$ cat config.mk
export PLATFORM = sky130hd
export DESIGN_NAME = efib_sequencer
export DESIGN_NICKNAME = d
export VERILOG_FILES = /design/src/rtl/efib_sequencer.sv
export SDC_FILE = /design/constraint.sdc
export NUM_CORES = 1
export LEC_CHECK = 0
export ABC_AREA = 1
export CAP_MARGIN = 20
export CORE_MARGIN = 2
export CORE_UTILIZATION = 25
export CTS_CLUSTER_DIAMETER = 150
export DETAILED_ROUTE_END_ITERATION = 7
export PLACE_DENSITY = 0.47
export SETUP_SLACK_MARGIN = 0.2
export SKIP_CTS_REPAIR_TIMING = 1
export SYNTH_ARGS = -nofsm -noshare
export SYNTH_HDL_FRONTEND = slang
export SYNTH_SLANG_ARGS = --single-unit
$ cat constraint.sdc
create_clock -name clk -period 7.2 [get_ports clk]
set_input_delay 1.44 -clock clk [delete_from_list [all_inputs] [get_ports clk]]
set_output_delay 1.44 -clock clk [all_outputs]
set_load 0.02 [all_outputs]
$ cat src/rtl/efib_sequencer.sv
// efib_sequencer: multi-cycle controller computing the extended Fibonacci term
//   f(0)=1, f(1)=1, f(n)=f(n-1)+n*f(n-2)
// Each loop iteration takes three states: MUL (i*a), ADD (b+prod) and UPD
// (shift the window and test for the last term). Results are truncated to N
// bits. A sticky overflow flag records any truncation during the run.
module efib_sequencer #(
   parameter int N = 8
) (
   input  logic         clk,
   input  logic         rst,
   input  logic         start,
   input  logic [N-1:0] n_in,
   output logic         busy,
   output logic         done,
   output logic [N-1:0] result,
   output logic         overflow
);

   typedef enum logic [2:0] {
      IDLE = 3'd0,
      INIT = 3'd1,
      MUL  = 3'd2,
      ADD  = 3'd3,
      UPD  = 3'd4,
      FIN  = 3'd5
   } state_t;

   localparam logic [N-1:0] ONE = N'(1);
   localparam logic [N-1:0] TWO = N'(2);

   state_t         state, state_nxt;
   logic [N-1:0]   n_reg;     // term index captured on accept
   logic [N-1:0]   a;         // f(i-2)
   logic [N-1:0]   b;         // f(i-1)
   logic [N-1:0]   i;         // index of the term being built
   logic [N-1:0]   prod;      // low half of i*a
   logic [N-1:0]   sum_reg;   // low N bits of b+prod

   logic [2*N-1:0] mul_full;
   logic [N:0]     add_full;

   // Full-width arithmetic so truncation can be detected
   assign mul_full = {{N{1'b0}}, i} * {{N{1'b0}}, a};
   assign add_full = {1'b0, b} + {1'b0, prod};

   // State register
   always_ff @(posedge clk) begin
      if (rst) state <= IDLE;
      else     state <= state_nxt;
   end

   // Next-state logic
   always_comb begin
      state_nxt = state;
      case (state)
         IDLE: if (start) state_nxt = INIT;
         INIT: state_nxt = (n_reg < TWO) ? FIN : MUL;
         MUL:  state_nxt = ADD;
         ADD:  state_nxt = UPD;
         UPD:  state_nxt = (i == n_reg) ? IDLE : MUL;
         FIN:  state_nxt = IDLE;
         default: state_nxt = IDLE;
      endcase
   end

   // Datapath registers and registered handshake outputs
   always_ff @(posedge clk) begin
      if (rst) begin
         n_reg    <= '0;
         a        <= '0;
         b        <= '0;
         i        <= '0;
         prod     <= '0;
         sum_reg  <= '0;
         busy     <= 1'b0;
         done     <= 1'b0;
         result   <= '0;
         overflow <= 1'b0;
      end else begin
         // done is a single-cycle pulse; only UPD/FIN raise it
         done <= 1'b0;
         case (state)
            IDLE: begin
               if (start) begin
                  n_reg    <= n_in;
                  result   <= '0;
                  overflow <= 1'b0;
                  busy     <= 1'b1;
               end
            end
            INIT: begin
               a <= ONE;
               b <= ONE;
               i <= TWO;
            end
            MUL: begin
               if (mul_full[2*N-1:N] != '0) overflow <= 1'b1;
               prod <= mul_full[N-1:0];
            end
            ADD: begin
               if (add_full[N]) overflow <= 1'b1;
               sum_reg <= add_full[N-1:0];
            end
            UPD: begin
               a <= b;
               b <= sum_reg;
               if (i == n_reg) begin
                  // Last term: i stops at n_reg so it never wraps
                  result <= sum_reg;
                  done   <= 1'b1;
                  busy   <= 1'b0;
               end else begin
                  i <= i + ONE;
               end
            end
            FIN: begin
               result <= ONE;
               done   <= 1'b1;
               busy   <= 1'b0;
            end
            default: ;
         endcase
      end
   end

endmodule

==> results of run 1 <==
layout make-up:
cell class / instances / area (um^2) / share of cell area, %
Multi-Input combinational cell: 477 / 3200 / 53.7
Tap cell: 270 / 338 / 5.67
Clock inverter: 7 / 103 / 1.72
Sequential cell: 62 / 1240 / 20.8
Inverter: 166 / 628 / 10.5
Timing Repair Buffer: 23 / 225 / 3.78
Clock buffer: 9 / 225 / 3.78
routing by layer:
| layer | vias up | track usage (%) | share of wire [%] |
|---|---|---|---|
| met1 | 2048 | 16.0 | 49 |
| li1 | 2256 | - | - |
| met2 | 68 | 20.1 | 47 |
| met5 | - | 0 | 0 |
| met3 | 11 | 1.93 | 3.2 |
| met4 | 0 | 3.14 | 1.2 |
synth_stat cells (2+ instances only):
cell type / count / area (um^2)
a211oi_1: 2 / 15.0
a21oi_1: 60 / 300
a21oi_2: 2 / 17.5
a31oi_1: 2 / 12.5
buf_2: 3 / 15.0
buf_4: 3 / 22.5
clkbuf_1: 19 / 71.3
dfxtp_1: 62 / 1240
fa_1: 37 / 741
ha_1: 45 / 563
inv_1: 152 / 571
inv_2: 12 / 45.0
inv_4: 2 / 12.5
nand2_1: 178 / 668
nand2_2: 3 / 18.8
nand2_4: 2 / 22.5
nand3_1: 18 / 90.1
nand3b_1: 3 / 22.5
nand4_1: 10 / 62.6
nor2_1: 39 / 146
nor2_4: 4 / 45.0
nor3_1: 4 / 20.0
nor3_2: 2 / 20.0
o211ai_1: 2 / 15.0
o21ai_0: 29 / 145
o21ai_1: 6 / 30.0
o21ai_2: 2 / 17.5
o21bai_1: 3 / 22.5
xnor2_1: 3 / 26.3
xor2_1: 9 / 78.8
worst max-delay path: stages, from the launching register on:
cell     delay [ns]
dfxtp_1        0.67
nand2_1        0.16
fa_1           0.53
fa_1           0.52
fa_1           0.55
inv_1          0.06
fa_1           0.48
ha_1           0.36
nand2_1        0.11
nor2_1         0.15
nand3_1        0.13
nand3_1        0.10
nand2_1        0.05
nor2_1         0.10
nand2_1        0.06
nor2_1         0.08
nand3_1        0.07
nand2_1        0.06
a21oi_1        0.05
cell families after synthesis:
logic type | count (synthesis) | synth area share (%)
XOR/XNOR | 13 | 2.33
AND/OR/NAND/NOR | 270 | 22.3
flip-flops | 62 | 23.9
buffers and inverters | 193 | 14.7
AO/OA/AOI/OAI | 112 | 11.8
adder cells (fa/ha/maj) | 82 | 25.1
where the power goes:
group | switching (mW) | total (mW) | internal [mW]
Sequential | 0.0788 | 0.502 | 0.424
Combinational | 0.302 | 0.473 | 0.171
Clock | 0.176 | 0.485 | 0.308
path summary, 6_finish.rpt:
path	cells past startpoint	from	end
worst max-delay path	18	i[2]	overflow
worst min register to register	2	prod[0]	prod[0]
worst min-delay path	2	prod[0]	prod[0]
worst max register to register	18	i[2]	overflow
cells in the final DEF, fill, tap and decap left out, types with 3 or more instances in the layout:
cell type        synthesis  final
a21oi_1                 60     60
inv_1                  152    152
ha_1                    45     45
inv_6                    0      3
xor2_1                   9      9
o21ai_1                  6      6
fa_1                    37     37
inv_2                   12     12
clkbuf_16                0      9
nor2_4                   4      4
nand4_1                 10     10
nand3b_1                 3      3
nand3_1                 18     18
nor2_1                  39     39
clkdlybuf4s50_1          0     21
nand2_1                178    178
nor3_1                   4      4
o21bai_1                 3      3
o21ai_0                 29     29
xnor2_1                  3      3
dfxtp_1                 62     62
nand2_2                  3      3
==> results.md, run 1 <==
- Status: finished clean
- Synth Flop Type: dfxtp_1
- Final Cell Area: 0.00596 mm^2
- Final Core Density: 29.4%
- Total power: around 1.5 mW
- Nets: between 800 and 900
- H-tree level count: 3
- Period utilization: around three fifths
- Final setup viols: 0
- Unrepaired setup endpoints after global routing: no
- Crit path capture type: register
- Standard-cell rows: 52
- Routability cong.: 0.856
- Flops & latches, synth: just over 60
- Placeable core area: slightly above 0.02 mm^2
- Initial drt markers: 178
- Worst setup slack after placement: roughly 2.8 ns
- Tmin final: 4.39 ns
- Final Hold Viols: 0
- Area after DPL: roughly 0.0056 mm^2
- DRC Markers: 0
- CP required: 7.42 ns
- Syn avg cell area: slightly above 7 um^2
- CTS Buf Count: 9
- WS Path Type: register to register
- Layout cell share with drive strength beyond 1: under 10%
- Clock sinks: 62
- CTS max path bufs: 2
- Worst EP arrival: around 4.6 ns
- Dpl cells: between 900 and 1000
- Worst Setup Start Kind: register
- Die H: 148 um
- Worst hold slack: ~0.47 ns
- Final WS setup: approximately 2.8 ns
- Worst-Margin Slew: approximately 0.88 ns
- Synthesized net count: between 800 and 900
- Area of the die: approximately 0.022 mm^2
- Lkg Pwr: just under 3 nW
- Achievable frequency: ~230 MHz
- Max cap viols: 0
- Pwr Density: between 200 and 250 mW/mm^2
- 1st-pass router iterations: 6
- Finished Layout Cells: about 1000
- Max_slew headroom: between 40% and 50%
- Global-route wire length before repair: between 20000 and 25000 um
- Area Overhead vs Synth: 14.5%
- Reg2Reg Setup Slack: approximately 2.8 ns
- Filler instances: ~2300
- Total global routing overflow: 0
- Initial core utilization: between 20% and 30%
- Initial antenna violation count: 0
- Sequential share of the synthesized area: about a quarter
- Clock Tree Root: clkbuf_16
- Routed Antenna Nets: 0
- Routed vias/inst: between 4 and 5
- Max Slew Vio Count: 0
- Peak supply drop: ~0.00013 V
- CP Max Fanout: 13
- CTS tree: done
- Worst-path clk slew: 0.06 ns
- Die X: ~150 um
- Number of synthesized flops with an enable pin: 0
- Vias in the first global route: around 4300
- Hpwl dp: 9800 um
- Worst-skew pair later-pin latency: between 0.3 and 0.4 ns
- Count of cell types in the netlist: between 40 and 50
- Cell count after synthesis: around 730
- Skew final: between 0.01 and 0.015 ns
- Setup Total Neg Slack: 0 ns
- Routed WL per cell: 12.4 um
- ANT cells: 0
- Ys async rst share: 0%
- Yosys warnings: 0
- Largest net degree at the start of global routing: 32
- Drt total wl: 12600 um
- Number of port buffers: 21
- Routed vias: 4383
- Total track usage: 12.0%
- Post-Synthesis Cell Area: between 0.005 and 0.006 mm^2
- Worst min path class: register to register
- Top-level port count: 22
(Power assumes the default switching activity.)
==> run 2, diff against run 1 <==
Clock period 7.2 ns to 4.5 ns, I/O delays scaled along.
==> results.md, run 2 (synthesis gave the netlist of run 1 again) <==
- Worst-path clk slew: around 0.06 ns
- Standard-cell rows: 52
- Layout cell share with drive strength beyond 1: 10.2%
- Routed vias: 4406
- Area Overhead vs Synth: 16.8%
- Total power: around 2.3 mW
- Total track usage: between 10% and 20%
- Clock power share: a little under a third
- Number of port buffers: 21
- Max incr delay on CP: ~0.59 ns
- 1st-pass router iterations: 4
- Routability cong.: 0.777
- Global-route wire length before repair: ~21000 um
- Final WS setup: 0.444 ns
- Worst-Margin Slew: between 0.9 and 1 ns
- H-tree level count: 3
- CTS Buf Count: 9
- Max_slew headroom: a little over a third
- Cell Chain, Critical Path: nand2_1 > fa_1 > fa_1 > fa_1 > fa_1 > inv_1 > ha_1 > nand2_2 > inv_1 > a21oi_1 > nand2_1 > nand2_1 > nand2_1 > nor2_2 > nand2_1 > nor2_1 > nand3_1 > nand2_1 > a21oi_1
- DRC Markers: 0
- Most common cell after layout, fill and taps aside: nand2_1
- Max cap viols: 0
- Initial antenna violation count: 0
- Final Core Density: approximately 30%
- Final Hold Viols: 0
- Crit path capture type: register
- Unrepaired setup endpoints after global routing: no
- Vias in the first global route: 4185
- Routed Antenna Nets: 0
- Period utilization: approximately 90%
- Nets: 841
- Reg2Reg Setup Slack: between 0.4 and 0.5 ns
- Peak supply drop: ~0.00018 V
- Area after DPL: approximately 0.0057 mm^2
- Register Area: about 0.0013 mm^2
- Initial drt markers: 151
- Largest net degree at the start of global routing: 31
- Skew final: 0.00820 ns
- Critical path's slowest cell: fa_1
- Internal cell power: 1.40 mW
- Initial core utilization: 25.6%
- CP delay by family, top: adder cells
- Logic pwr share: 34.6%
- Die X: between 100 and 150 um
- Placeable core area: ~0.02 mm^2
- Seq pwr share: roughly a third
- Worst setup slack after placement: around 0.15 ns
- P_sw: 892 uW
- Clock Tree Root: clkbuf_16
- ANT cells: 0
- Routed vias/inst: 4.31
- Total global routing overflow: 0
- CTS tree: done
- Worst min path class: register to register
- Most frequent CP cell: nand2_1
- Drt total wl: 12600 um
- CP Max Fanout: 9
- Area of the die: between 0.02 and 0.025 mm^2
- Worst EP arrival: 4.28 ns
- Lkg Pwr: about 3 nW
- Worst-skew pair later-pin latency: 0.34 ns
- Worst Setup Start Kind: register
- Clock sinks: just over 60
- Multi-input logic area: roughly 0.0032 mm^2
- Routed WL per cell: roughly 12 um
- Top-level port count: 22
- Sw Ratio: approximately 40%
- Commonest cells after routing, fill and taps aside: 176 x nand2_1, 152 x inv_1, 60 x a21oi_1, 49 x dfxtp_1, 44 x ha_1
- Bufs and invs on worst path: 2
- Die H: 148 um
- Final setup viols: 0
- Achievable frequency: roughly 250 MHz
- Hpwl dp: approximately 10000 um
- Dpl cells: between 1000 and 1500
- Final Cell Area: about 0.0061 mm^2
- Worst hold slack: approximately 0.47 ns
- CP required: approximately 4.7 ns
- Finished Layout Cells: 1023
- Filler instances: roughly 2200
- Setup Total Neg Slack: 0 ns
- Tmin final: about 4 ns
- WS Path Type: register to register
- Pwr Density: about 380 mW/mm^2
- Max Slew Vio Count: 0
- Status: finished clean
- CTS max path bufs: 2
==> run 2: cell count changes in the layout (fill, tap and decap cells not counted), sizes merged <==
cell,change
bufinv,-1
buf,+9
clkinv,+1
inv,-2
clkinvlp,+2
==> run 2: power by group through the flow <==
stage / clock network, mW / logic (mW) / registers (mW)
after global placement: 0 / 0.796 / 0.808
after detailed placement: 0 / 0.794 / 0.805
after CTS: 0.736 / 0.796 / 0.794
after global routing: 0.758 / 0.889 / 0.812
after floorplan: 0 / 0.566 / 0.798
final: 0.713 / 0.793 / 0.790
==> run 2: per-layer routing <==
metal | track usage [%] | routed length [um] | vias up
met5 | 0 | 0 | -
met4 | 2.48 | 106 | 0
met3 | 2.85 | 357 | 7
met2 | 19.0 | 5760 | 51
met1 | 16.9 | 6360 | 2060
li1 | - | - | 2288
==> run 2: layout make-up <==
| cell class | count | share of cell area [%] |
|---|---|---|
| timing repair buffer | 32 | 4.82 |
| clock buffer | 9 | 3.71 |
| inverter | 166 | 10.3 |
| sequential | 62 | 21.2 |
| clock inverter | 7 | 1.36 |
| multi-input combinational | 477 | 53.0 |
| tap | 270 | 5.56 |
==> run 2: tightest hold or removal path, stage by stage (launching register included) <==
cell,delay [ns]
dfxtp_1,0.32
inv_1,0.05
a21oi_1,0.05
==> run 2: final timing paths <==
check / endpoint / from / depth (start not counted)
max: overflow / a[4] / 19
min reg2reg: overflow / overflow / 2
max reg2reg: overflow / a[4] / 19
min: overflow / overflow / 2
